===== config.mk =====
export PLATFORM = sky130hd
export DESIGN_NAME = dmem_arbiter_n
export DESIGN_NICKNAME = d
export VERILOG_FILES = /design/src/rtl/dmem_arbiter_n.sv
export SDC_FILE = /design/constraint.sdc
export NUM_CORES = 1
export LEC_CHECK = 0
export CAP_MARGIN = 20
export CORE_ASPECT_RATIO = 1.2
export CORE_MARGIN = 8
export CORE_UTILIZATION = 39
export CTS_BUF_LIST = sky130_fd_sc_hd__clkbuf_16
export CTS_CLUSTER_DIAMETER = 80
export CTS_CLUSTER_SIZE = 8
export DETAILED_ROUTE_END_ITERATION = 10
export GPL_TIMING_DRIVEN = 0
export PLACE_DENSITY = 0.76
export SYNTH_ARGS = -nofsm -noshare
export SYNTH_HDL_FRONTEND = slang
export SYNTH_SLANG_ARGS = --single-unit

===== constraint.sdc =====
create_clock -name clk_i -period 2.8 [get_ports clk_i]
set_input_delay 0.7 -clock clk_i [delete_from_list [all_inputs] [get_ports clk_i]]
set_output_delay 0.7 -clock clk_i [all_outputs]
set_load 0.005 [all_outputs]

===== src/rtl/dmem_arbiter_n.sv =====
// -----------------------------------------------------------------------------
// dmem_arbiter_n
// Round-robin front end that lets NCORE processor cores share one single-port
// data RAM. Each core raises a level read/write request and holds it until
// it sees its one-cycle done pulse. One access is in flight at a time:
//   IDLE -> ISSUE -> (WAIT x RD_LAT, reads only) -> RESP -> IDLE
//
// Optional build macro: DMEM_ARB_COALESCE_EN
//   When defined, a granted read also serves every other pending read-only
//   request to the same address from the same RAM access.
//
// Ports
//   clk_i        system clock, rising edge
//   rst_i        synchronous reset, active-high
//   core_en_i    per-core enable; a disabled core is never granted
//   req_rd_i     per-core read request (rd+wr together means write)
//   req_wr_i     per-core write request
//   req_addr_i   flattened addresses, core i at [i*AW +: AW]
//   req_wdata_i  flattened write data, core i at [i*DW +: DW]
//   rdata_o      flattened registered read data per core
//   done_o       one-cycle completion pulse per core
//   mem_ren_o    RAM read enable  (ISSUE cycle of a read only)
//   mem_wen_o    RAM write enable (ISSUE cycle of a write only)
//   mem_addr_o   RAM address (0 outside ISSUE)
//   mem_wdata_o  RAM write data (0 unless writing)
//   mem_rdata_i  RAM read data, valid RD_LAT cycles after mem_ren_o
//   busy_o       high whenever the controller is not in IDLE
// -----------------------------------------------------------------------------
module dmem_arbiter_n #(
    parameter int NCORE  = 4,
    parameter int AW     = 8,
    parameter int DW     = 8,
    parameter int RD_LAT = 1
) (
    input  logic                clk_i,
    input  logic                rst_i,
    input  logic [NCORE-1:0]    core_en_i,
    input  logic [NCORE-1:0]    req_rd_i,
    input  logic [NCORE-1:0]    req_wr_i,
    input  logic [NCORE*AW-1:0] req_addr_i,
    input  logic [NCORE*DW-1:0] req_wdata_i,
    output logic [NCORE*DW-1:0] rdata_o,
    output logic [NCORE-1:0]    done_o,
    output logic                mem_ren_o,
    output logic                mem_wen_o,
    output logic [AW-1:0]       mem_addr_o,
    output logic [DW-1:0]       mem_wdata_o,
    input  logic [DW-1:0]       mem_rdata_i,
    output logic                busy_o
);
    localparam int PW = (NCORE > 1) ? $clog2(NCORE) : 1;
    localparam int CW = $clog2(RD_LAT + 1);

    typedef enum logic [1:0] {
        S_IDLE  = 2'd0,
        S_ISSUE = 2'd1,
        S_WAIT  = 2'd2,
        S_RESP  = 2'd3
    } state_e;

    state_e              state_q, state_d;
    logic [PW-1:0]       rr_ptr_q, rr_ptr_d;
    logic                op_wr_q, op_wr_d;
    logic [AW-1:0]       addr_q, addr_d;
    logic [DW-1:0]       wdata_q, wdata_d;
    logic [NCORE-1:0]    mask_q, mask_d;
    logic [CW-1:0]       wcnt_q, wcnt_d;
    logic [NCORE*DW-1:0] rdata_q, rdata_d;
    logic [NCORE-1:0]    done_q, done_d;
    logic                mem_ren_q, mem_ren_d;
    logic                mem_wen_q, mem_wen_d;
    logic [AW-1:0]       mem_addr_q, mem_addr_d;
    logic [DW-1:0]       mem_wdata_q, mem_wdata_d;
    logic                busy_q, busy_d;

    logic [NCORE-1:0]    pending_s;
    logic [PW-1:0]       cand_s;
    logic [PW-1:0]       grant_s;
    logic                grant_vld_s;
    logic                grant_wr_s;
    logic [AW-1:0]       gaddr_s;
    logic [DW-1:0]       gwdata_s;
    logic [NCORE-1:0]    serve_s;
    logic                capture_s;

    // (base + off) mod NCORE without a generic divider; off < NCORE always.
    function automatic logic [PW-1:0] wrap_idx(input logic [PW-1:0] base, input int off);
        int s;
        s = int'(base) + off;
        if (s >= NCORE) begin
            s = s - NCORE;
        end else begin
            s = s;
        end
        return PW'(s);
    endfunction

    // Round-robin pick starting at rr_ptr_q, plus the granted request's fields.
    always_comb begin
        pending_s   = core_en_i & (req_rd_i | req_wr_i);
        cand_s      = '0;
        grant_s     = '0;
        grant_vld_s = 1'b0;
        for (int k = 0; k < NCORE; k++) begin
            cand_s = wrap_idx(rr_ptr_q, k);
            if (!grant_vld_s && pending_s[cand_s]) begin
                grant_vld_s = 1'b1;
                grant_s     = cand_s;
            end else begin
                grant_vld_s = grant_vld_s;
            end
        end
        grant_wr_s = 1'b0;
        gaddr_s    = '0;
        gwdata_s   = '0;
        for (int i = 0; i < NCORE; i++) begin
            if (grant_s == PW'(i)) begin
                grant_wr_s = req_wr_i[i];
                gaddr_s    = req_addr_i[i*AW +: AW];
                gwdata_s   = req_wdata_i[i*DW +: DW];
            end else begin
                grant_wr_s = grant_wr_s;
            end
        end
        serve_s          = '0;
        serve_s[grant_s] = 1'b1;
`ifdef DMEM_ARB_COALESCE_EN
        // Piggy-back other read-only requests to the granted read address.
        for (int i = 0; i < NCORE; i++) begin
            if (!grant_wr_s && pending_s[i] && req_rd_i[i] && !req_wr_i[i] &&
                (req_addr_i[i*AW +: AW] == gaddr_s)) begin
                serve_s[i] = 1'b1;
            end else begin
                serve_s[i] = serve_s[i];
            end
        end
`endif
    end

    // Next-state logic and latching of the granted transaction.
    always_comb begin
        state_d   = state_q;
        rr_ptr_d  = rr_ptr_q;
        op_wr_d   = op_wr_q;
        addr_d    = addr_q;
        wdata_d   = wdata_q;
        mask_d    = mask_q;
        wcnt_d    = wcnt_q;
        capture_s = 1'b0;
        case (state_q)
            S_IDLE: begin
                if (grant_vld_s) begin
                    state_d  = S_ISSUE;
                    rr_ptr_d = (grant_s == PW'(NCORE - 1)) ? PW'(0) : grant_s + PW'(1);
                    op_wr_d  = grant_wr_s;
                    addr_d   = gaddr_s;
                    wdata_d  = gwdata_s;
                    mask_d   = serve_s;
                end else begin
                    state_d = S_IDLE;
                end
            end
            S_ISSUE: begin
                wcnt_d  = CW'(1);
                state_d = op_wr_q ? S_RESP : S_WAIT;
            end
            S_WAIT: begin
                // wcnt_q counts cycles since ISSUE; data is valid at RD_LAT.
                if (wcnt_q == CW'(RD_LAT)) begin
                    capture_s = 1'b1;
                    state_d   = S_RESP;
                end else begin
                    wcnt_d = wcnt_q + CW'(1);
                end
            end
            S_RESP:  state_d = S_IDLE;
            default: state_d = S_IDLE;
        endcase
    end

    // Output values for the coming cycle, decoded from the next state so that
    // every output leaves a flop.
    always_comb begin
        mem_ren_d   = (state_d == S_ISSUE) && !op_wr_d;
        mem_wen_d   = (state_d == S_ISSUE) && op_wr_d;
        mem_addr_d  = (state_d == S_ISSUE) ? addr_d : '0;
        mem_wdata_d = mem_wen_d ? wdata_d : '0;
        done_d      = (state_d == S_RESP) ? mask_d : '0;
        busy_d      = (state_d != S_IDLE);
        rdata_d     = rdata_q;
        for (int i = 0; i < NCORE; i++) begin
            if (capture_s && mask_q[i]) begin
                rdata_d[i*DW +: DW] = mem_rdata_i;
            end else begin
                rdata_d[i*DW +: DW] = rdata_q[i*DW +: DW];
            end
        end
    end

    // State and output registers; reset drops any in-flight access.
    always_ff @(posedge clk_i) begin
        if (rst_i) begin
            state_q     <= S_IDLE;
            rr_ptr_q    <= '0;
            op_wr_q     <= 1'b0;
            addr_q      <= '0;
            wdata_q     <= '0;
            mask_q      <= '0;
            wcnt_q      <= '0;
            rdata_q     <= '0;
            done_q      <= '0;
            mem_ren_q   <= 1'b0;
            mem_wen_q   <= 1'b0;
            mem_addr_q  <= '0;
            mem_wdata_q <= '0;
            busy_q      <= 1'b0;
        end else begin
            state_q     <= state_d;
            rr_ptr_q    <= rr_ptr_d;
            op_wr_q     <= op_wr_d;
            addr_q      <= addr_d;
            wdata_q     <= wdata_d;
            mask_q      <= mask_d;
            wcnt_q      <= wcnt_d;
            rdata_q     <= rdata_d;
            done_q      <= done_d;
            mem_ren_q   <= mem_ren_d;
            mem_wen_q   <= mem_wen_d;
            mem_addr_q  <= mem_addr_d;
            mem_wdata_q <= mem_wdata_d;
            busy_q      <= busy_d;
        end
    end

    assign rdata_o     = rdata_q;
    assign done_o      = done_q;
    assign mem_ren_o   = mem_ren_q;
    assign mem_wen_o   = mem_wen_q;
    assign mem_addr_o  = mem_addr_q;
    assign mem_wdata_o = mem_wdata_q;
    assign busy_o      = busy_q;

endmodule


==> flow_summary.ini <==
[cells_and_area]
fin_cells = 683
antenna-diode-count = 0
drive_gt1_frac = 0.144
fin_nets = 654
synthToLayoutAreaGrowth_pct = 62.0
fill_cells = 727
final_cell_area_um2 = 5790

[routing]
wirelength_um = 12800
drt.antenna.violating_nets = 0
drtIter0Drc = 156
vias = 3685
first_pass_iters = 5
drc = 0
viasPerCell = 5.40
wl_per_cell_um = 18.7

[global_route]
grt_start_max_net_pins = 13
gr-total-overflow = 0
grt_pass1_wl_um = 18700
grt_pass1_vias = 3704
antenna_found_initial = 1
grtUsageTotal = 0.193
met1_usage = 0.202
grt_busiest_layer = met2
gr-usage-met2 = 0.336
met3_usage = 0.0914

[setup_path]
slowest_delay_ps = 300
critPathLaunchType = primary input
cp_max_fo = 10
cp.arrival_ps = 2940
worst-path-buf-inv = 3
critical_path_class = primary input to flop
path_delay_family = compound AO/OA/AOI/OAI gates
cp_cell_sequence = dlygate4sd2_1, o21ai_4, o22ai_2, o21ai_2, buf_4, nand3_2, ha_4, buf_4, a221o_1, a221oi_2, nor3_1
critPathRequiredTime_ps = 2980
crit_path_end_kind = flop
cp_slowest_cell = a221o_1
crit_top_cell = buf_4

[placed_design]
dp_hpwl_um = 9270
port_buffers = 140
place_congestion = 0.798
placed_cells = 657
place_area_um2 = 5120

[die]
initial_utilization = 0.398
core_um2 = 8990
fp.dieH_um = 121
die_x_um = 103
die_area_um2 = 12500
row_count = 38
io_pins = 141

[logic_synthesis]
avgSynthCellArea_um2 = 9.00
ys.flop_type = dfxtp_1
synth_top_cell_area_share = 0.454
synth_area_leader_cell = dfxtp_1
syn_area_um2 = 3570
synth_edf_count = 0
syn_inst = 397
synth_seq_area_share = 0.454
synth_most_common_cell = dfxtp_1
synth_nets = 491
async_flop_share = 0
ys_types = 38
synth_top_family_by_area = simple AND/OR/NAND/NOR gates
synth_fa_ha_area_frac = 0.0280
yosys-mux-area-fraction = 0.101
synthXorXnorAreaFrac = 0
synth_seq_cells = 81
yosysWarnings = 0
ys_top_cells_by_count = dfxtp_1 (81), nor2_1 (61), mux2i_1 (36), nor3_1 (32), a21oi_1 (31)
synth.area.top_cells = dfxtp_1 (45%), mux2i_1 (10%), nor2_1 (6.4%)
synth-compound-area-share = 0.174
synthSimpleGateAreaFrac = 0.181

[pwr]
power_density_nw_per_um2 = 894
ir_worst_vdd_uv = 468
p_leak_nw = 2.47

[run]
cap_viol_max_count = 0

[sta]
slew_headroom = 0.609
setup_viol_count_final = 0
fin_crit_ps = 2750
skew_ps = 5.76
tightest_slew_ps = 585
fmax_ghz = 0.363
drv_slew = 0
fin_crit_sh = 0.984
hold_violations = 0

[clock_network]
htree_levels = 3
clkSinkCount = 81
clk_latency_ps = 320
cts_inserted_buffers = 9
cts_max_path_buffers = 2
clkTransAtPathRegs_ps = 60
cts_tree = yes
cts-root-buf = clkbuf_16

[status]
status = completed

[min_path]
worstHoldPathType = flop to flop
## logic make-up (layout without fill, tap and decap cells)
family	after synthesis	in the layout
mux	36	36
compound gates	86	86
simple gates	136	136
buf+inv	50	216
flops	81	81
fa+ha+maj	8	8
## registers in the layout, summed over array words and instances, names as in the netlist
name and flops:
wcnt_q 1, rdata_o 32, mem_addr_o 8, done_o 4
mem_wdata_o 8, addr_q 8, op_wr_q 1, state_q 2
mem_ren_o 1, wdata_q 8, mem_wen_o 1, mask_q 4
rr_ptr_q 2, busy_o 1
## power by group
| part | total (mW) | internal (mW) | switching, mW |
|---|---|---|---|
| registers | 1.52 | 1.41 | 0.116 |
| logic | 2.54 | 1.18 | 1.36 |
| clock network | 1.11 | 0.672 | 0.434 |
| total | 5.17 | 3.26 | 1.91 |
## metrics by stage
stage	total power [mW]	hold WS [ps]	utilization	setup TNS, ps	worst slack (ps)
after floorplan	2.83	448	-	0	11.4
after global placement	3.50	464	0.570	-32120	-958
after detailed placement	3.56	460	0.570	-35590	-1050
after CTS	4.94	473	0.626	0	1.59
after global routing	5.45	494	0.644	-73.4	-23.3
final	5.17	477	0.644	0	45.4
## worst reg2reg max path: stages (launching register included)
cell and delay (ps):
dfxtp_1 480, o22ai_2 150, o21ai_2 220, buf_4 150, nand3_2 130, ha_4 240, buf_4 200, a221o_1 310
a221oi_2 290, nor3_1 80
## final cells by class
| cell class | count | area, um2 | share of cell area |
|---|---|---|---|
| timing repair buffer | 155 | 1520 | 0.262 |
| sequential | 81 | 1620 | 0.280 |
| clock inverter | 5 | 50.0 | 0.00865 |
| multi-input combinational | 266 | 1940 | 0.336 |
| tap | 120 | 150 | 0.0260 |
| inverter | 21 | 78.8 | 0.0136 |
| buffer | 26 | 198 | 0.0342 |
| clock buffer | 9 | 225 | 0.0389 |
## worst paths after layout
path / start / endpoint / cells past startpoint / slack [ps]
worst max-delay path: req_wr_i[2] / mem_addr_o[4]$_SDFF_PP0_ / 11 / 50
worst min-delay path: wdata_q[4]$_SDFF_PP0_ / mem_wdata_o[4]$_SDFF_PP0_ / 2 / 480
worst max register to register: rr_ptr_q[0]$_SDFFE_PP0P_ / mem_addr_o[4]$_SDFF_PP0_ / 9 / 420
worst min register to register: wdata_q[4]$_SDFF_PP0_ / mem_wdata_o[4]$_SDFF_PP0_ / 2 / 480
## what timing repair did
action,in CTS,in global routing
hold buffers,0,0
setup endpoints to repair,39,34
gates resized for setup,55,24
buffers inserted,8,5
pin swaps,14,19
cloned,0,2
## routing by layer
layer,part of all wire,up-vias
met4,0.016,2
met2,0.50,164
met5,0.0013,-
met1,0.36,1758
li1,-,1739
met3,0.12,22
## cell usage in the layout, fill, tap and decap left out, types with 2 or more instances in the layout
cell type | netlist | routed
a221o_1 | 8 | 8
buf_4 | 3 | 17
nor2_1 | 61 | 61
buf_6 | 2 | 4
o211ai_1 | 8 | 8
clkbuf_2 | 0 | 2
o21ai_4 | 0 | 2
inv_1 | 21 | 22
mux2i_1 | 36 | 36
dlymetal6s2s_1 | 0 | 3
clkbuf_1 | 16 | 7
ha_4 | 0 | 3
dlygate4sd2_1 | 0 | 7
nor3_1 | 32 | 32
clkdlybuf4s15_1 | 0 | 2
a221oi_2 | 0 | 15
buf_2 | 7 | 5
nand3b_1 | 9 | 9
o22ai_2 | 0 | 2
dfxtp_1 | 81 | 81
nand2_1 | 4 | 3
nand2b_1 | 2 | 2
buf_8 | 0 | 3
ha_1 | 8 | 4
a21oi_1 | 31 | 30
nand3_1 | 14 | 13
clkdlybuf4s50_1 | 0 | 128
clkbuf_16 | 0 | 10
o21a_1 | 5 | 4
o21ai_0 | 7 | 3
and2_1 | 8 | 8
No activity file was read; power rests on OpenSTA's default activity.
